<file path="src/rtl/update_scheduler.sv">
// Per-p-bit update-strobe scheduler: one-hot or even/odd slots with dwell, skip mask and sweep reporting.
// Outputs are registered and change one edge after the deciding inputs; there is no backpressure, enable=0 pauses.
module update_scheduler #(
   parameter int N_PBITS = 5,
   parameter int DWELL_W = 4,
   parameter int SWEEP_W = 16
) (
   input  logic               clk,
   input  logic               reset,
   input  logic               enable,
   input  logic               mode,
   input  logic [N_PBITS-1:0] skip_mask,
   input  logic [DWELL_W-1:0] dwell,
   output logic [N_PBITS-1:0] update_out,
   output logic               sweep_done,
   output logic [SWEEP_W-1:0] sweep_count
);

   localparam int SW = (N_PBITS > 1) ? $clog2(N_PBITS) : 1;

   typedef enum logic [1:0] {
      S_IDLE    = 2'd0,
      S_RUN     = 2'd1,
      S_STARVED = 2'd2
   } state_t;

   state_t             state_q, state_d;
   logic [SW-1:0]      slot_q, slot_d;
   logic               mode_q, mode_d;
   logic [DWELL_W-1:0] dwell_q, dwell_d;
   logic [DWELL_W-1:0] dcnt_q, dcnt_d;
   logic [N_PBITS-1:0] update_q, update_d;
   logic               sweep_done_q, sweep_done_d;
   logic [SWEEP_W-1:0] sweep_cnt_q, sweep_cnt_d;

   logic               start;
   logic               wrap;

   // Strobe pattern of one slot; slots beyond the mode's slot count yield zero.
   function automatic logic [N_PBITS-1:0] pattern(input logic m, input logic [SW-1:0] s);
      logic [N_PBITS-1:0] p;
      p = '0;
      for (int i = 0; i < N_PBITS; i++) begin
         if (m) begin
            if (int'(s) < 2) p[i] = ((i % 2) == int'(s));
         end else begin
            p[i] = (int'(s) == i);
         end
      end
      return p;
   endfunction

   // Returns {found, index} of the lowest active slot, optionally restricted to indices above lo.
   function automatic logic [SW:0] find_slot(input logic m, input logic [N_PBITS-1:0] msk,
                                             input logic use_lo, input logic [SW-1:0] lo);
      logic [SW:0] res;
      res = '0;
      for (int k = N_PBITS - 1; k >= 0; k--) begin
         if ((!use_lo || (k > int'(lo))) && ((pattern(m, SW'(k)) & ~msk) != '0)) begin
            res = {1'b1, SW'(k)};
         end
      end
      return res;
   endfunction

   logic        cur_act_in;
   logic [SW:0] above_in;
   logic [SW:0] low_in;
   logic [SW:0] above_q;

   assign cur_act_in = ((pattern(mode, slot_q) & ~skip_mask) != '0);
   assign above_in   = find_slot(mode, skip_mask, 1'b1, slot_q);
   assign low_in     = find_slot(mode, skip_mask, 1'b0, '0);
   assign above_q    = find_slot(mode_q, skip_mask, 1'b1, slot_q);

   always_ff @(posedge clk or posedge reset) begin
      if (reset) begin
         state_q      <= S_IDLE;
         slot_q       <= '0;
         mode_q       <= 1'b0;
         dwell_q      <= '0;
         dcnt_q       <= '0;
         update_q     <= '0;
         sweep_done_q <= 1'b0;
         sweep_cnt_q  <= '0;
      end else begin
         state_q      <= state_d;
         slot_q       <= slot_d;
         mode_q       <= mode_d;
         dwell_q      <= dwell_d;
         dcnt_q       <= dcnt_d;
         update_q     <= update_d;
         sweep_done_q <= sweep_done_d;
         sweep_cnt_q  <= sweep_cnt_d;
      end
   end

   always_comb begin
      state_d = state_q;
      slot_d  = slot_q;
      mode_d  = mode_q;
      dwell_d = dwell_q;
      dcnt_d  = dcnt_q;
      start   = 1'b0;
      wrap    = 1'b0;
      if (!enable) begin
         // Pause keeps the slot pointer so the interrupted slot can resume.
         state_d = S_IDLE;
         dcnt_d  = '0;
      end else begin
         case (state_q)
            S_IDLE: begin
               mode_d = mode;
               if (cur_act_in) begin
                  state_d = S_RUN;
                  start   = 1'b1;
               end else if (above_in[SW]) begin
                  state_d = S_RUN;
                  slot_d  = above_in[SW-1:0];
                  start   = 1'b1;
               end else if (low_in[SW]) begin
                  state_d = S_RUN;
                  slot_d  = low_in[SW-1:0];
                  start   = 1'b1;
               end else begin
                  state_d = S_STARVED;
               end
            end
            S_STARVED: begin
               if (low_in[SW]) begin
                  state_d = S_RUN;
                  mode_d  = mode;
                  slot_d  = low_in[SW-1:0];
                  start   = 1'b1;
               end
            end
            S_RUN: begin
               if (dcnt_q == dwell_q) begin
                  if (above_q[SW]) begin
                     slot_d = above_q[SW-1:0];
                     start  = 1'b1;
                  end else begin
                     // End of sweep: the new sweep runs under the freshly sampled mode.
                     mode_d = mode;
                     if (low_in[SW]) begin
                        slot_d = low_in[SW-1:0];
                        start  = 1'b1;
                        wrap   = 1'b1;
                     end else begin
                        state_d = S_STARVED;
                        dcnt_d  = '0;
                     end
                  end
               end else begin
                  dcnt_d = dcnt_q + DWELL_W'(1);
               end
            end
            default: begin
               state_d = S_IDLE;
               dcnt_d  = '0;
            end
         endcase
         if (start) begin
            dcnt_d  = '0;
            dwell_d = dwell;
         end
      end
   end

   always_comb begin
      update_d     = update_q;
      sweep_done_d = wrap;
      sweep_cnt_d  = sweep_cnt_q + {{(SWEEP_W-1){1'b0}}, wrap};
      if (state_d != S_RUN) begin
         update_d = '0;
      end else if (start) begin
         update_d = pattern(mode_d, slot_d) & ~skip_mask;
      end
   end

   assign update_out  = update_q;
   assign sweep_done  = sweep_done_q;
   assign sweep_count = sweep_cnt_q;

endmodule

</file>
<file path="config.mk">
export PLATFORM = sky130hd
export DESIGN_NAME = update_scheduler
export DESIGN_NICKNAME = d
export VERILOG_FILES = /design/src/rtl/update_scheduler.sv
export SDC_FILE = /design/constraint.sdc
export NUM_CORES = 1
export LEC_CHECK = 0
export ABC_AREA = 1
export BUFFER_PORTS_ARGS = -buffer_cell sky130_fd_sc_hd__buf_2
export CORE_MARGIN = 4
export CORE_UTILIZATION = 55
export CTS_CLUSTER_DIAMETER = 60
export DETAILED_ROUTE_END_ITERATION = 8
export HOLD_SLACK_MARGIN = 0.06
export PLACE_DENSITY = 0.77
export SLEW_MARGIN = 10
export SYNTH_ARGS = -nofsm -noshare
export SYNTH_HDL_FRONTEND = slang
export SYNTH_SLANG_ARGS = --single-unit
</file>
<file path="constraint.sdc">
create_clock -name clk -period 6.95 [get_ports clk]
set_input_delay 1.0425 -clock clk [delete_from_list [all_inputs] [get_ports clk]]
set_output_delay 1.0425 -clock clk [all_outputs]
set_load 0.01 [all_outputs]
</file>
Word level (Yosys, flattened, before mapping)

Cells that the tools add are included.

Add/subtract/negate cells: 2
Magnitude comparators: 6
Equal/unequal tests: 17
Multiplexer cells: 82
Bitwise logic cells: 12
Reductions and logical operators: 25

Operators with widths:

| kind                  | number |
|---|---|
| $mux W4               | 18 |
| $reduce_bool A5 Y1    | 10 |
| $mux W1               | 43 |
| $and A5 B5 Y5         | 5 |
| $and A4 B5 Y5         | 4 |
| $eq A3 B3 Y1 const B  | 6 |
| $mux W3               | 6 |
| $add A16 B1 Y16       | 1 |
| $mux W2               | 8 |
| $and A3 B5 Y5         | 2 |
| $mux W5               | 2 |
| $ne A5 B5 Y1 const B  | 2 |
| $pmux W3 S3           | 1 |
| $logic_and A1 B1 Y1   | 8 |
| $pmux W4 S2           | 1 |
| $eq A2 B3 Y1 const A  | 2 |
| $eq A3 B2 Y1 const B  | 2 |
| $gt A2 B3 Y1 const A  | 2 |
| $logic_not A3 Y1      | 2 |
| $lt A3 B2 Y1 const B  | 2 |
| $pmux W1 S3           | 2 |
| $pmux W2 S3           | 1 |
| $not A5 Y5            | 1 |
| $add A4 B1 Y4 const B | 1 |
| 12 further kinds      | 12 |

Flip-flop bits (word level): 36
Input port bits: 13
Word-level logic and storage cells: 152

Longest topological paths before layout

Gate-level depths: netlist (run 1).

Depth in word-level cells: 21
Gate-level depth with buffers: 18
Depth with buffers taken out: 18

Worst setup path after synthesis (run 1)

Ideal clock, no wire load.

Path kind: input -> register
Start point: input port mode
End point: register sweep_cnt_q[15], in the netlist sweep_count[15]
Library setup time: 0.124 ns
Arrival: 3.205 ns
Slack: 3.620 ns
Stages: 16
Cells stage by stage: buf_4 > nor2_1 > nor2_2 > nand3_2 > inv_1 > nor3_1 > ha_1 > nand3_1 > nor2_1 > nand4_1 > inv_1 > nand4_1 > or2_2 > nor3_2 > nand3_1 > xnor2_1

Longest elaborated chain between the ends: 14
Elaborated cells on any way between the ends: 23

Ends and longest elaborated chain:

| what                  | line | text |
|---|---|---|
| from (decl)           | 11   | `input logic mode,` |
| $mux W1               | 44   | `if (m) begin` |
| $and A5 B5 Y5         | 59   | `if ((!use_lo \|\| (k > int'(lo))) && ((pattern(m, SW'(k)) & ~msk) != '0)) begin` |
| $reduce_bool A5 Y1    | 59   |  |
| $mux W4 (4 in series) | 59   |  |
| $mux W4 *             | 59   |  |
| $mux W1 *             | 145  | `if (low_in[SW]) begin` |
| $mux W1 *             | 139  | `if (above_q[SW]) begin` |
| $mux W1 *             | 138  | `if (dcnt_q == dwell_q) begin` |
| $mux W1 *             | 111  | `case (state_q)` |
| $mux W1 *             | 106  | `if (!enable) begin` |
| via sweep_done_d      | 33   | `logic sweep_done_q, sweep_done_d;` |
| $add A16 B1 Y16 *     | 173  | `sweep_cnt_d = sweep_cnt_q + {{(SWEEP_W-1){1'b0}}, wrap};` |
| via sweep_cnt_d[15]   | 34   | `logic [SWEEP_W-1:0] sweep_cnt_q, sweep_cnt_d;` |
| to (signal assigned)  | 94   | `sweep_cnt_q <= sweep_cnt_d;` |
| to (decl)             | 34   |  |

The timed path passes the listed nets; every way through them passes the cells marked *.
A chain may end at the register's enable or synchronous reset.

Final worst setup path (run 1)

Ends and elaborated chain as after synthesis.

==> results of run 1 <==
==> synth_stat cells, drive strengths merged <==
cell,n,area share
nand2,106,0.18
inv,45,0.073
dfrtp,36,0.39
nor2,33,0.060
nand3,30,0.069
o21ai,22,0.051
a21oi,13,0.036
nand4,10,0.027
xnor2,7,0.027
xor2,7,0.027
nor3,5,0.013
ha,3,0.016
buf,2,0.0054
nand3b,2,0.0065
o211ai,2,0.0065
a31oi,1,0.0027
o2111ai,1,0.0038
o21a,1,0.0033
or2,1,0.0027
==> cell type report <==
| class | instances | area [sq um] | share of cell area |
|---|---|---|---|
| Multi-Input combinational cell | 244 | 1227 | 0.4676 |
| Sequential cell | 36 | 900.9 | 0.3432 |
| Timing Repair Buffer | 35 | 177.7 | 0.06768 |
| Inverter | 45 | 168.9 | 0.06435 |
| Clock buffer | 5 | 68.82 | 0.02622 |
| Tap cell | 50 | 62.56 | 0.02383 |
| Clock inverter | 3 | 18.77 | 0.007150 |
==> state kept, by name, summed over array words and instances (netlist names) <==
register / count
update_out: 5
mode_q: 1
dwell_q: 4
sweep_done: 1
slot_q: 3
sweep_count: 16
dcnt_q: 4
state_q: 2
==> final timing paths <==
kind / slack (ns) / start / cells after the start / to
max: 3.47 / mode / 17 / sweep_count[15]
min: 0.48 / sweep_count[15] / 1 / sweep_count[15]
max reg2reg: 3.88 / slot_q[0] / 18 / sweep_count[15]
min reg2reg: 0.48 / sweep_count[15] / 1 / sweep_count[15]
max in group asynchronous: 5.58 / reset / 3 / mode_q
min in group asynchronous: 0.70 / reset / 2 / sweep_count[2]
==> routing by layer <==
metal	global-route usage	up-vias	wire (um)	part of all wire
met4	0.07787	0	92	0.017
met1	0.2816	1036	2285	0.43
met3	0.05372	9	376	0.070
li1	-	1128	-	-
met2	0.3697	76	2611	0.49
met5	0	-	0	0
==> critical path, cell delays in order <==
cell	delay [ns]
buf_2	0.20
nand2_1	0.08
nand2_1	0.14
inv_2	0.08
nand3_2	0.14
inv_1	0.11
nor3_1	0.31
ha_1	0.25
nand3_1	0.11
nor2_1	0.14
nand4_1	0.14
inv_1	0.10
nand4_1	0.06
or2_2	0.32
nor3_2	0.18
nand3_1	0.12
xnor2_1	0.14
==> power groups by stage <==
stage | clock network [mW] | logic (mW) | registers, mW
6_report | 0.144 | 0.229 | 0.255
5_1_grt | 0.157 | 0.262 | 0.259
4_1_cts | 0.148 | 0.228 | 0.255
3_5_place_dp | 0 | 0.227 | 0.259
3_3_place_gp | 0 | 0.226 | 0.258
2_1_floorplan | 0 | 0.166 | 0.259
==> logic make-up after synthesis <==
family | count (synthesis) | share of synthesized area
buf+inv | 47 | 0.07855
xor+xnor | 14 | 0.05309
compound gates | 40 | 0.1035
fa+ha+maj | 3 | 0.01625
flops | 36 | 0.3900
simple gates | 187 | 0.3586
==> stage by stage <==
stage	cell area [sq um]	worst slack, ns	total power, mW	util
detailed placement	2537	3.217	0.4853	0.6298
floorplan	2310	3.620	0.4255	-
finish	2625	3.475	0.6285	0.6516
CTS	2625	3.527	0.6310	0.6516
global route	2625	3.282	0.6777	0.6516
global placement	2537	3.329	0.4845	0.6298
==> results_dict.tcl, run 1 <==
set metrics [dict create \
    run_status "completed" \
    worst_clock_skew_ns 0.008520 \
    grt_first_pass_wirelength_um 9142 \
    post_synth_instance_area_sq_mm 0.002310 \
    max_freq_ghz 0.2878 \
    timing.final.setup_violations 0 \
    grt_use_total 0.2221 \
    synth_warnings 0 \
    row_count 23 \
    cp_max_fo 10 \
    worstPathArrival_ns 3.66 \
    core_region_area_sq_mm 0.004029 \
    maximum_number_of_pins_on_one_net_before_global_route_repair 28 \
    final_common_cell "nand2_1" \
    layout_min_cycle_time_ns 3.475 \
    synth-seq-cells 36 \
    cp-end-kind "register" \
    dieArea_sq_mm 0.005301 \
    gp_congestion 0.9343 \
    holdBufCountCts 0 \
    finalHoldViolCount 0 \
    timing.slew.headroom 0.6907 \
    cts_sinks 36 \
    layoutNonFillerInstCount 418 \
    antenna_cells 0 \
    worst-endpoint-required_ns 7.13 \
    antenna_found_initial 0 \
    route.final.wire_length_um 5365 \
    rsz0062_at_grt "false" \
    power.static_leakage_nw 1.464 \
    chipHeight_um 72.81 \
    cts_h_tree_lvls 2 \
    layout.filler_cells 375 \
    source_to_sink_clock_delay_at_the_later_pin_of_the_worst_skew_pair_ns 0.29 \
    ant_nets 0 \
    cts_root_buffer "clkbuf_8" \
    via_count_of_the_first_global_routing_pass 2130 \
    share_clk_of_total_power 0.230 \
    vias 2249 \
    cts_max_path_buffers 2 \
    synthCells 327 \
    timing.setup.critical_path_class "in2reg" \
    drt-pass1-iter-count 4 \
    irDropWorstVdd_uv 162.8 \
    fin_hold_ws_ns 0.4818 \
    switching_share 0.4042 \
    final_cell_mix "nand2_1 (99), dfrtp_1 (36), inv_1 (35)" \
    drive_gt1_frac 0.2038 \
    detailed_place_hpwl_um 4229 \
    place.detailed.instances 410 \
    io_pins 35 \
    drt-initial-drc-count 275 \
    die-width_um 72.81 \
    area_growth_pct 13.65 \
    max_cap_viol_count 0 \
    detail_route.wl_per_cell_um 12.83 \
    seq_area_frac_synth 0.3900 \
    pwr-share-seq 0.406 \
    cts_resized 0 \
    timing_max_transition_violations_final 0 \
    synth.distinct_cells 29 \
    post-cts-setup-buffer-count 0 \
    intPower_uw 374.5 \
    grt_overflow_total 0 \
    tritoncts.num_buffers 5 \
    tritoncts "built" \
    drt_drc_violations_left 0 \
    netSwitchingPower_uw 254.0 \
    synth.avg_cell_area_sq_um 7.063 \
    timing_worst_slew_pin_value_ns 0.4634 \
    detail_route.vias_per_cell 5.380 \
    power-per-cell-area_mw_per_mm2 239.4 \
    syn_nets 343 \
    holdCritPathClass "reg2reg" \
    crit_path_start_kind "primary input" \
    nNetsFinal 383 \
    finalSetupTns_ns 0 \
    port_buffers 34 \
    combinational_cell_fraction_of_total_power 0.364 \
    finalCritPeriodShare 0.5000 \
    start_util 0.5733 \
    clk_transition_reported_paths_ns 0.07 \
]
No activity file was read; power rests on OpenSTA's default activity.
==> inputs of run 2 (changes only) <==
Settings changed: ABC_AREA 1 to 0, PLACE_DENSITY 0.77 to 0.78.
Clock period 6.95 ns to 3.2 ns, I/O delays scaled along.
==> run 2 against run 1 <==
Net effect:
- via count decreased by 16%
- sequential power is 120% higher
- largest power group unchanged
- synthesized area shrank 5.0%
- synthesized cell count down 28%
- critical path depth down 7
- register-to-register slack lost 3.6 ns
- worst setup slack got worse by 3.2 ns
- critical endpoint is now sweep_count[12]
- non-clock buffer count increased by 4
- global-route usage decreased by 0.88 points
==> results_dict.tcl, run 2 <==
set metrics [dict create \
    synth-seq-cells 36 \
    row_count 22 \
    antenna_cells 0 \
    critical-path-top-delay-family "simple AND/OR/NAND/NOR gates" \
    max_freq_ghz 0.3458 \
    route.final.wire_length_um 5154 \
    gp_congestion 0.9471 \
    postSynth.topFlopCell "dfrtp_1" \
    cts_max_path_buffers 2 \
    chipHeight_um 71.17 \
    tritoncts "built" \
    port_buffers 34 \
    irDropWorstVdd_uv 534.0 \
    intPower_uw 959.6 \
    drt-initial-drc-count 233 \
    total_power_mw 1.424 \
    timing.slew.headroom 0.5902 \
    grt_overflow_total 0 \
    vias 1899 \
    timing.final.setup_violations 0 \
    cts_h_tree_lvls 2 \
    cp-end-kind "register" \
    grt_first_pass_wirelength_um 8811 \
    final_cell_mix "dfrtp_1 (36), buf_2 (34), nand2_1 (22)" \
    worstPathArrival_ns 3.09 \
    layout_min_cycle_time_ns 2.892 \
    drt_drc_violations_left 0 \
    tritoncts.num_buffers 5 \
    detail_route.wl_per_cell_um 16.16 \
    synth_warnings 0 \
    reg2reg_end "sweep_count[12]" \
    start_util 0.5820 \
    drt-pass1-iter-count 5 \
    holdCritPathClass "in2async" \
    seq_area_sq_um 900.9 \
    final_common_cell "dfrtp_1" \
    detail_route.vias_per_cell 5.953 \
    die-width_um 71.17 \
    synth-async-reset-ratio 1.000 \
    cts_sinks 36 \
    worst-endpoint-required_ns 3.40 \
    power.static_leakage_nw 1.227 \
    synth.avg_cell_area_sq_um 9.339 \
    area_growth_pct 16.08 \
    switching_share 0.3259 \
    r2r_start "dcnt_q[2]" \
    finalSetupTns_ns 0 \
    timing.critical_path.slowest_stage_cell "nor4_4" \
    synth.distinct_cells 56 \
    crit_path_start_kind "register" \
    syn_nets 251 \
    cts_root_buffer "clkbuf_8" \
    share_clk_of_total_power 0.299 \
    detailed_place.area_sq_mm 0.002421 \
    regToRegSetupSlack_ns 0.31 \
    cts_resized 0 \
    detailed_place_hpwl_um 3849 \
    worstRegToRegCells 10 \
    final_core_area_utilization 0.6755 \
    setup.worst_path.start "dcnt_q[2]" \
    io_pins 35 \
    clk_transition_reported_paths_ns 0.07 \
    most_frequent_cells_after_synthesis "dfrtp_1 (36), nand2_1 (22), nor2_1 (17)" \
    timing_max_transition_violations_final 0 \
    finalHoldViolCount 0 \
    synthCells 235 \
    critPathBufInv 0 \
    layout.filler_cells 285 \
    max_cap_viol_count 0 \
    multi_input_comb_area_sq_mm 0.001211 \
    largest_register_ffs 16 \
    power-per-cell-area_mw_per_mm2 558.8 \
    synth_enable_flop_cells 0 \
    pwr-share-seq 0.395 \
    holdBufCountCts 0 \
    yosysTopAreaCell "dfrtp_1" \
    source_to_sink_clock_delay_at_the_later_pin_of_the_worst_skew_pair_ns 0.28 \
    finalCritPeriodShare 0.9036 \
    ant_nets 0 \
    timing.setup.critical_path_class "reg2reg" \
    place_ws_ns 0.2638 \
    synth_top_area_share 0.4105 \
    worst_setup_margin_ns 0.3084 \
    netSwitchingPower_uw 464.0 \
    rsz0062_at_grt "false" \
    final_design_area_no_fill_sq_mm 0.002547 \
    grt_use_total 0.2134 \
    via_count_of_the_first_global_routing_pass 1792 \
    drive_gt1_frac 0.2472 \
    slowest_delay_ns 0.42 \
    yosysMostFrequentCell "dfrtp_1" \
    combinational_cell_fraction_of_total_power 0.306 \
    seq_area_frac_synth 0.4105 \
    antenna_found_initial 0 \
    post_synth_instance_area_sq_mm 0.002195 \
    path_cells "xor2_1 -> nor4_4 -> nand3_1 -> nor3_1 -> ha_1 -> ha_1 -> nand2_1 -> or2_2 -> nor2_1 -> xor2_1" \
    post-cts-setup-buffer-count 0 \
    core_region_area_sq_mm 0.003771 \
    maximum_number_of_pins_on_one_net_before_global_route_repair 22 \
    largest_cells_by_area_after_synthesis "dfrtp_1 (41%), xnor2_1 (5.2%), nand2_1 (3.8%), xor2_1 (3.2%), mux2_2 (3.1%)" \
    nNetsFinal 286 \
    cp_max_fo 6 \
    dieArea_sq_mm 0.005064 \
    timing_worst_slew_pin_value_ns 0.6124 \
    worst_clock_skew_ns 0.006500 \
    run_status "completed" \
]
-- run 2: cell type report --
| class | count | share of cell area |
|---|---|---|
| timing repair buffer | 39 | 0.08153 |
| clock inverter | 1 | 0.01179 |
| sequential | 36 | 0.3536 |
| multi-input combinational | 177 | 0.4754 |
| tap | 48 | 0.02358 |
| clock buffer | 7 | 0.03782 |
| inverter | 11 | 0.01621 |
-- run 2: worst reg2reg max path, stage by stage, from the launching register on --
cell and delay (ns):
dfrtp_1 0.41, xor2_1 0.22, nor4_4 0.42, nand3_1 0.21, nor3_1 0.26, ha_1 0.26
ha_1 0.24, nand2_1 0.10, or2_2 0.35, nor2_1 0.17, xor2_1 0.17
-- run 2: worst max-delay path by stage --
| stage | to | slack (ns) | depth (start not counted) |
|---|---|---|---|
| floorplan | sweep_count[12] | 0.52 | 11 |
| global placement | sweep_count[12] | 0.38 | 11 |
| detailed placement | sweep_count[12] | 0.26 | 11 |
| CTS | sweep_count[12] | 0.27 | 10 |
| global route | sweep_count[12] | 0.07 | 10 |
| finish | sweep_count[12] | 0.31 | 10 |
-- run 2: power groups by stage --
stage / Combinational (mW) / Sequential, mW / Clock [mW]
after floorplan: 0.326 / 0.546 / 0
after global placement: 0.431 / 0.569 / 0
after detailed placement: 0.431 / 0.568 / 0
after CTS: 0.433 / 0.560 / 0.432
after global routing: 0.479 / 0.568 / 0.452
final: 0.436 / 0.562 / 0.426
-- run 2: cell families after synthesis --
kind of cell / count (synthesis) / synth area share
adder cells (fa/ha/maj): 3 / 0.01711
XOR/XNOR: 21 / 0.08381
buffers and inverters: 22 / 0.03763
multiplexers: 6 / 0.03078
flip-flops: 36 / 0.4105
AO/OA/AOI/OAI: 56 / 0.1916
AND/OR/NAND/NOR: 91 / 0.2286
-- run 2: layer usage --
metal,GRT usage,share of wire,vias up
li1,-,-,925
met1,0.3037,0.44,908
met2,0.3490,0.51,64
met3,0.03693,0.046,2
met4,0.03132,0.0033,0
met5,0,0,-
-- run 2: per-stage QoR --
step | hold WS (ns) | instances
floorplan | 0.4916 | 235
global route | 0.3014 | 319
detailed placement | 0.4703 | 311
global placement | 0.4528 | 311
CTS | 0.2745 | 319
finish | 0.2611 | 319
